===== config.mk =====
export PLATFORM = sky130hd
export DESIGN_NAME = reg_bank_wb
export DESIGN_NICKNAME = d
export VERILOG_FILES = /design/src/rtl/reg_bank_wb_pkg.sv /design/src/rtl/reg_bank_wb_dst_mux.sv /design/src/rtl/reg_bank_wb.sv
export SDC_FILE = /design/constraint.sdc
export NUM_CORES = 2
export LEC_CHECK = 0
export CAP_MARGIN = 0
export CORE_ASPECT_RATIO = 0.7
export CORE_MARGIN = 10
export CORE_UTILIZATION = 48
export CTS_BUF_LIST = sky130_fd_sc_hd__clkbuf_8
export DETAILED_ROUTE_END_ITERATION = 8
export SYNTH_ARGS = -nofsm -noshare
export SYNTH_HDL_FRONTEND = slang
export SYNTH_SLANG_ARGS = --single-unit

===== constraint.sdc =====
create_clock -name clk -period 8.3 [get_ports clk]
set_input_delay 1.66 -clock clk [delete_from_list [all_inputs] [get_ports clk]]
set_output_delay 1.66 -clock clk [all_outputs]
set_load 0.02 [all_outputs]

===== src/rtl/reg_bank_wb_pkg.sv =====
// Shared CPU constants: register-file geometry, destination-select encodings,
// and the stack/link register indices used by both write-back and the register bank.
package reg_bank_wb_pkg;

    localparam int unsigned DATA_W   = 32;
    localparam int unsigned ADDR_W   = 5;
    localparam int unsigned SP_IDX   = 29;
    localparam int unsigned RA_IDX   = 31;
    localparam int unsigned SP_RESET = 227;

    typedef enum logic [1:0] {
        DST_RT = 2'd0,
        DST_RD = 2'd1,
        DST_RA = 2'd2,
        DST_SP = 2'd3
    } dst_sel_e;

endpackage


===== src/rtl/reg_bank_wb_dst_mux.sv =====
// 4:1 write-destination index select; shared with hazard and trace logic.
module reg_dst_mux
    import reg_bank_wb_pkg::*;
#(
    parameter int unsigned ADDR_BITS = ADDR_W,
    parameter int unsigned SP_INDEX  = SP_IDX,
    parameter int unsigned RA_INDEX  = RA_IDX
) (
    input  logic [1:0]           dst_sel,
    input  logic [ADDR_BITS-1:0] rt,
    input  logic [ADDR_BITS-1:0] rd,
    output logic [ADDR_BITS-1:0] wr_idx
);

    always_comb begin
        wr_idx = rt;
        case (dst_sel_e'(dst_sel))
            DST_RT:  wr_idx = rt;
            DST_RD:  wr_idx = rd;
            DST_RA:  wr_idx = ADDR_BITS'(RA_INDEX);
            DST_SP:  wr_idx = ADDR_BITS'(SP_INDEX);
            default: wr_idx = rt;
        endcase
    end

endmodule


===== src/rtl/reg_bank_wb.sv =====
// General-purpose register bank: write-back, two bypassed read ports and
// the A/B operand holding registers.
module reg_bank_wb
    import reg_bank_wb_pkg::*;
#(
    parameter int unsigned DATA_BITS = DATA_W,
    parameter int unsigned ADDR_BITS = ADDR_W,
    parameter int unsigned SP_INDEX  = SP_IDX,
    parameter int unsigned SP_INIT   = SP_RESET,
    parameter int unsigned RA_INDEX  = RA_IDX
) (
    input  logic                 clk,
    input  logic                 reset,
    input  logic                 reg_write,
    input  logic [1:0]           dst_sel,
    input  logic [ADDR_BITS-1:0] rs,
    input  logic [ADDR_BITS-1:0] rt,
    input  logic [ADDR_BITS-1:0] rd,
    input  logic [DATA_BITS-1:0] wb_data,
    input  logic                 load_ab,
    output logic [DATA_BITS-1:0] rs_data,
    output logic [DATA_BITS-1:0] rt_data,
    output logic [DATA_BITS-1:0] a_out,
    output logic [DATA_BITS-1:0] b_out,
    output logic [ADDR_BITS-1:0] wr_idx
);

    localparam int unsigned NUM_REGS = 2 ** ADDR_BITS;

    logic [DATA_BITS-1:0] regs [NUM_REGS];

    reg_dst_mux #(
        .ADDR_BITS (ADDR_BITS),
        .SP_INDEX  (SP_INDEX),
        .RA_INDEX  (RA_INDEX)
    ) u_dst_mux (
        .dst_sel (dst_sel),
        .rt      (rt),
        .rd      (rd),
        .wr_idx  (wr_idx)
    );

    // Read ports: index 0 is hardwired to zero, otherwise an in-flight write wins.
    always_comb begin
        rs_data = regs[rs];
        if (rs == '0) begin
            rs_data = '0;
        end else if (reg_write && (wr_idx == rs)) begin
            rs_data = wb_data;
        end
    end

    always_comb begin
        rt_data = regs[rt];
        if (rt == '0) begin
            rt_data = '0;
        end else if (reg_write && (wr_idx == rt)) begin
            rt_data = wb_data;
        end
    end

    // Reset clears everything but the stack pointer and drops any pending write.
    always_ff @(posedge clk) begin
        if (!reset) begin
            for (int unsigned i = 0; i < NUM_REGS; i++) begin
                regs[i] <= (i == SP_INDEX) ? DATA_BITS'(SP_INIT) : '0;
            end
            a_out <= '0;
            b_out <= '0;
        end else begin
            if (reg_write && (wr_idx != '0)) begin
                regs[wr_idx] <= wb_data;
            end
            if (load_ab) begin
                a_out <= rs_data;
                b_out <= rt_data;
            end
        end
    end

endmodule


==> impl_results.md <==
* Count leader, synth: edfxtp_1
* Vias after detailed routing at 39900
* CTS Hold Bufs at 0
* Setup Buffers After CTS at 0
* PwrDens at 198.1 nW/um^2
* Worst R2R Start: regs[19][30]
* Clock-pin slew on the worst setup and hold paths at 0.06 ns
* Most used flip-flop cell after synthesis: edfxtp_1
* Top cell type's share of synthesized area at 0.5292
* Worst-Margin Slew at 1.361 ns
* Startpoint Class: input pin
* Core Area at 119800 sq um
* Largest net degree at the start of global routing at 72
* VDD IR max at 0.0001466 V
* Worst hold path class: reg -> reg
* Number of remaining DRC errors at 0
* # port buffers at 185
* H-Tree Depth at 4
* CTS root buf: clkbuf_8
* Non-filler instance count after layout at 6109
* CTS tree: done
* CP Capture Type: output pin
* # setup viols final at 0
* RR Endpoint: a_out[30]
* Avg Synthesized Cell Area at 13.80 sq um
* CP arrival at 5.78 ns
* Post-synthesis mux area share at 0.2152
* Clock latency on the worst-skew pair at 0.91 ns
* Synth unique cells at 53
* Grt total ovfl at 0
* FF-to-FF setup slack at 5.71 ns
* Status: completed
* Synth Register Bits at 1088
* Fin worst setup slack at 0.8649 ns
* Hold Path End: a_out[17]
* Dpl cells at 5793
* Setup TNS at 0 ns
* Die X at 435.9 microns
* Die ar. at 135600 sq um
* Synth Instances at 4212
* Nets at 4402
* Critical path fanouts, max at 43
* Critical path origin: dst_sel[0]
* Post-Syn Area at 58110 sq um
* Largest family of logic cells by synthesized area: multiplexers
* Detailed Routing Iterations Pass 1 at 6
* Pre-CTS setup slack at 1.008 ns
* Period minus WS final at 7.435 ns
* Clock buffer depth at 3
* Starting Density at 0.4852
* XOR/XNOR Fraction of Synth Area at 0.0004522
* Asr flop ratio synth at 0
* Reg2Reg Depth at 6
* Share of cells above drive strength 1 at 0.2151
* Post-Synth Simple-Gate Area at 0.1422
* Post-synth EDFFs at 1024
* FP Rows at 106
* Die Span Y at 311.1 microns
* Final hold violation count at 0
* Leakage power at 23.20 nW
* Synthesis Warnings at 0
* Initial antenna violation count at 23
* Tcrit/Tclk final at 0.8958
* Tot GR Track Use at 0.3112
* Yosys top cell by area: edfxtp_1
* # resized after CTS at 0
* Max Cap Viol at 0
* Routability Congestion at 0.8673
* Max_slew headroom at 0.09046
* Num CTS Buffers at 174
* Largest cells by area after synthesis: edfxtp_1, mux4_2, and2_1
* Antenna viol nets, final at 0
* 1st-iter DRT viols at 5952
* Avg WL per Cell at 35.49 microns
* Critical path class: in -> out
* Required time worst endpoint at 6.64 ns
* Top cells by count, synth: edfxtp_1, and2_1, mux4_2
* RSZ-0062 raised after global routing: false
* Dpl hpwl at 133000 microns
* Synth Area in Compound Gates at 0.05691
* Number of global-route vias before repair at 38810
* Hold Crit Start: a_out[17]
* Post-synthesis sequential area ratio at 0.5512
* Clk sink count at 1088
* Ports at 186
* Area Overhead vs Synth at 12.84%
* WHS Path Cells at 2
* Max frequency at 134.5 MHz
* First-pass GRT wire length at 303300 microns
* Synth Area in Adders at 0
* Max Slew Vio Count at 0
* Via density at 6.531
* Clock skew at 0.03176 ns
* Final wirelength at 216800 microns
[power by group]
part / internal, W / switching [W]
clock network: 0.00225 / 0.00228
registers: 0.00632 / 0.000165
logic: 0.000783 / 0.00119
total: 0.00936 / 0.00363
[flip-flops by register name, indices dropped and copies added, names as in the netlist]
name and count:
regs 1024, a_out 32, b_out 32
[worst max path at each step]
| stage | endpoint | slack [ns] | cells past startpoint |
|---|---|---|---|
| 2_1_floorplan | regs[12][0] | 2.71 | 8 |
| 3_3_place_gp | rs_data[13] | 1.04 | 9 |
| 3_5_place_dp | rs_data[13] | 1.01 | 9 |
| 4_1_cts | rs_data[13] | 0.99 | 9 |
| 5_1_grt | rs_data[13] | 0.73 | 9 |
| 6_report | rs_data[13] | 0.86 | 9 |
[layout make-up]
cell class	instances	area, sq um
Fill cell	9753	54200
Tap cell	1620	2027
Timing Repair Buffer	370	3463
Clock buffer	187	2574
Sequential cell	1088	32030
Antenna cell	12	30.03
Multi-Input combinational cell	2705	24760
Inverter	10	37.54
Clock inverter	117	644.4
[logic make-up (layout without fill, tap and decap cells)]
family	count (synthesis)	in the layout
flip-flops	1088	1088
multiplexers	777	777
AO/OA/AOI/OAI	492	492
other	1	44
AND/OR/NAND/NOR	1401	1401
buffers and inverters	450	684
XOR/XNOR	3	3
[metal layers]
| metal | GRT usage | part of all wire |
|---|---|---|
| met1 | 0.4496 | 0.42 |
| met2 | 0.4472 | 0.43 |
| met3 | 0.08141 | 0.12 |
| met4 | 0.1208 | 0.040 |
| met5 | 0 | 0.00031 |
[placed cells by master (no fill, tap or decap), drive strengths merged, types with 74 or more instances in the layout]
master / netlist / routed
a21oi: 74 / 74
a22oi: 113 / 113
and2: 990 / 990
buf: 136 / 195
clkbuf: 304 / 187
clkdlybuf4s50: 0 / 175
edfxtp: 1024 / 1024
mux2: 83 / 83
mux2i: 325 / 325
mux4: 369 / 369
nand2: 106 / 106
nor2: 112 / 112
o21ai: 100 / 100
[through the flow]
step	cell area (sq um)	utilization	hold WS [ns]	power [W]
after detailed placement	62320	0.5203	0.4455	0.008531
after global placement	62290	0.5201	0.4369	0.008510
after global routing	65540	0.5473	0.4882	0.01334
after floorplan	58220	-	0.5277	0.007676
final	65560	0.5475	0.4571	0.01299
after CTS	65530	0.5472	0.4602	0.01297
[worst max-delay path, cell delays in order]
cell and delay (ns):
clkdlybuf4s50_1 0.97, mux2i_1 0.25, and2_1 0.15, buf_4 0.25, xnor2_1 0.16, or4b_4 0.92
mux2i_1 0.69, nor2_1 0.10, clkdlybuf4s50_1 0.57
(Power assumes the default switching activity.)
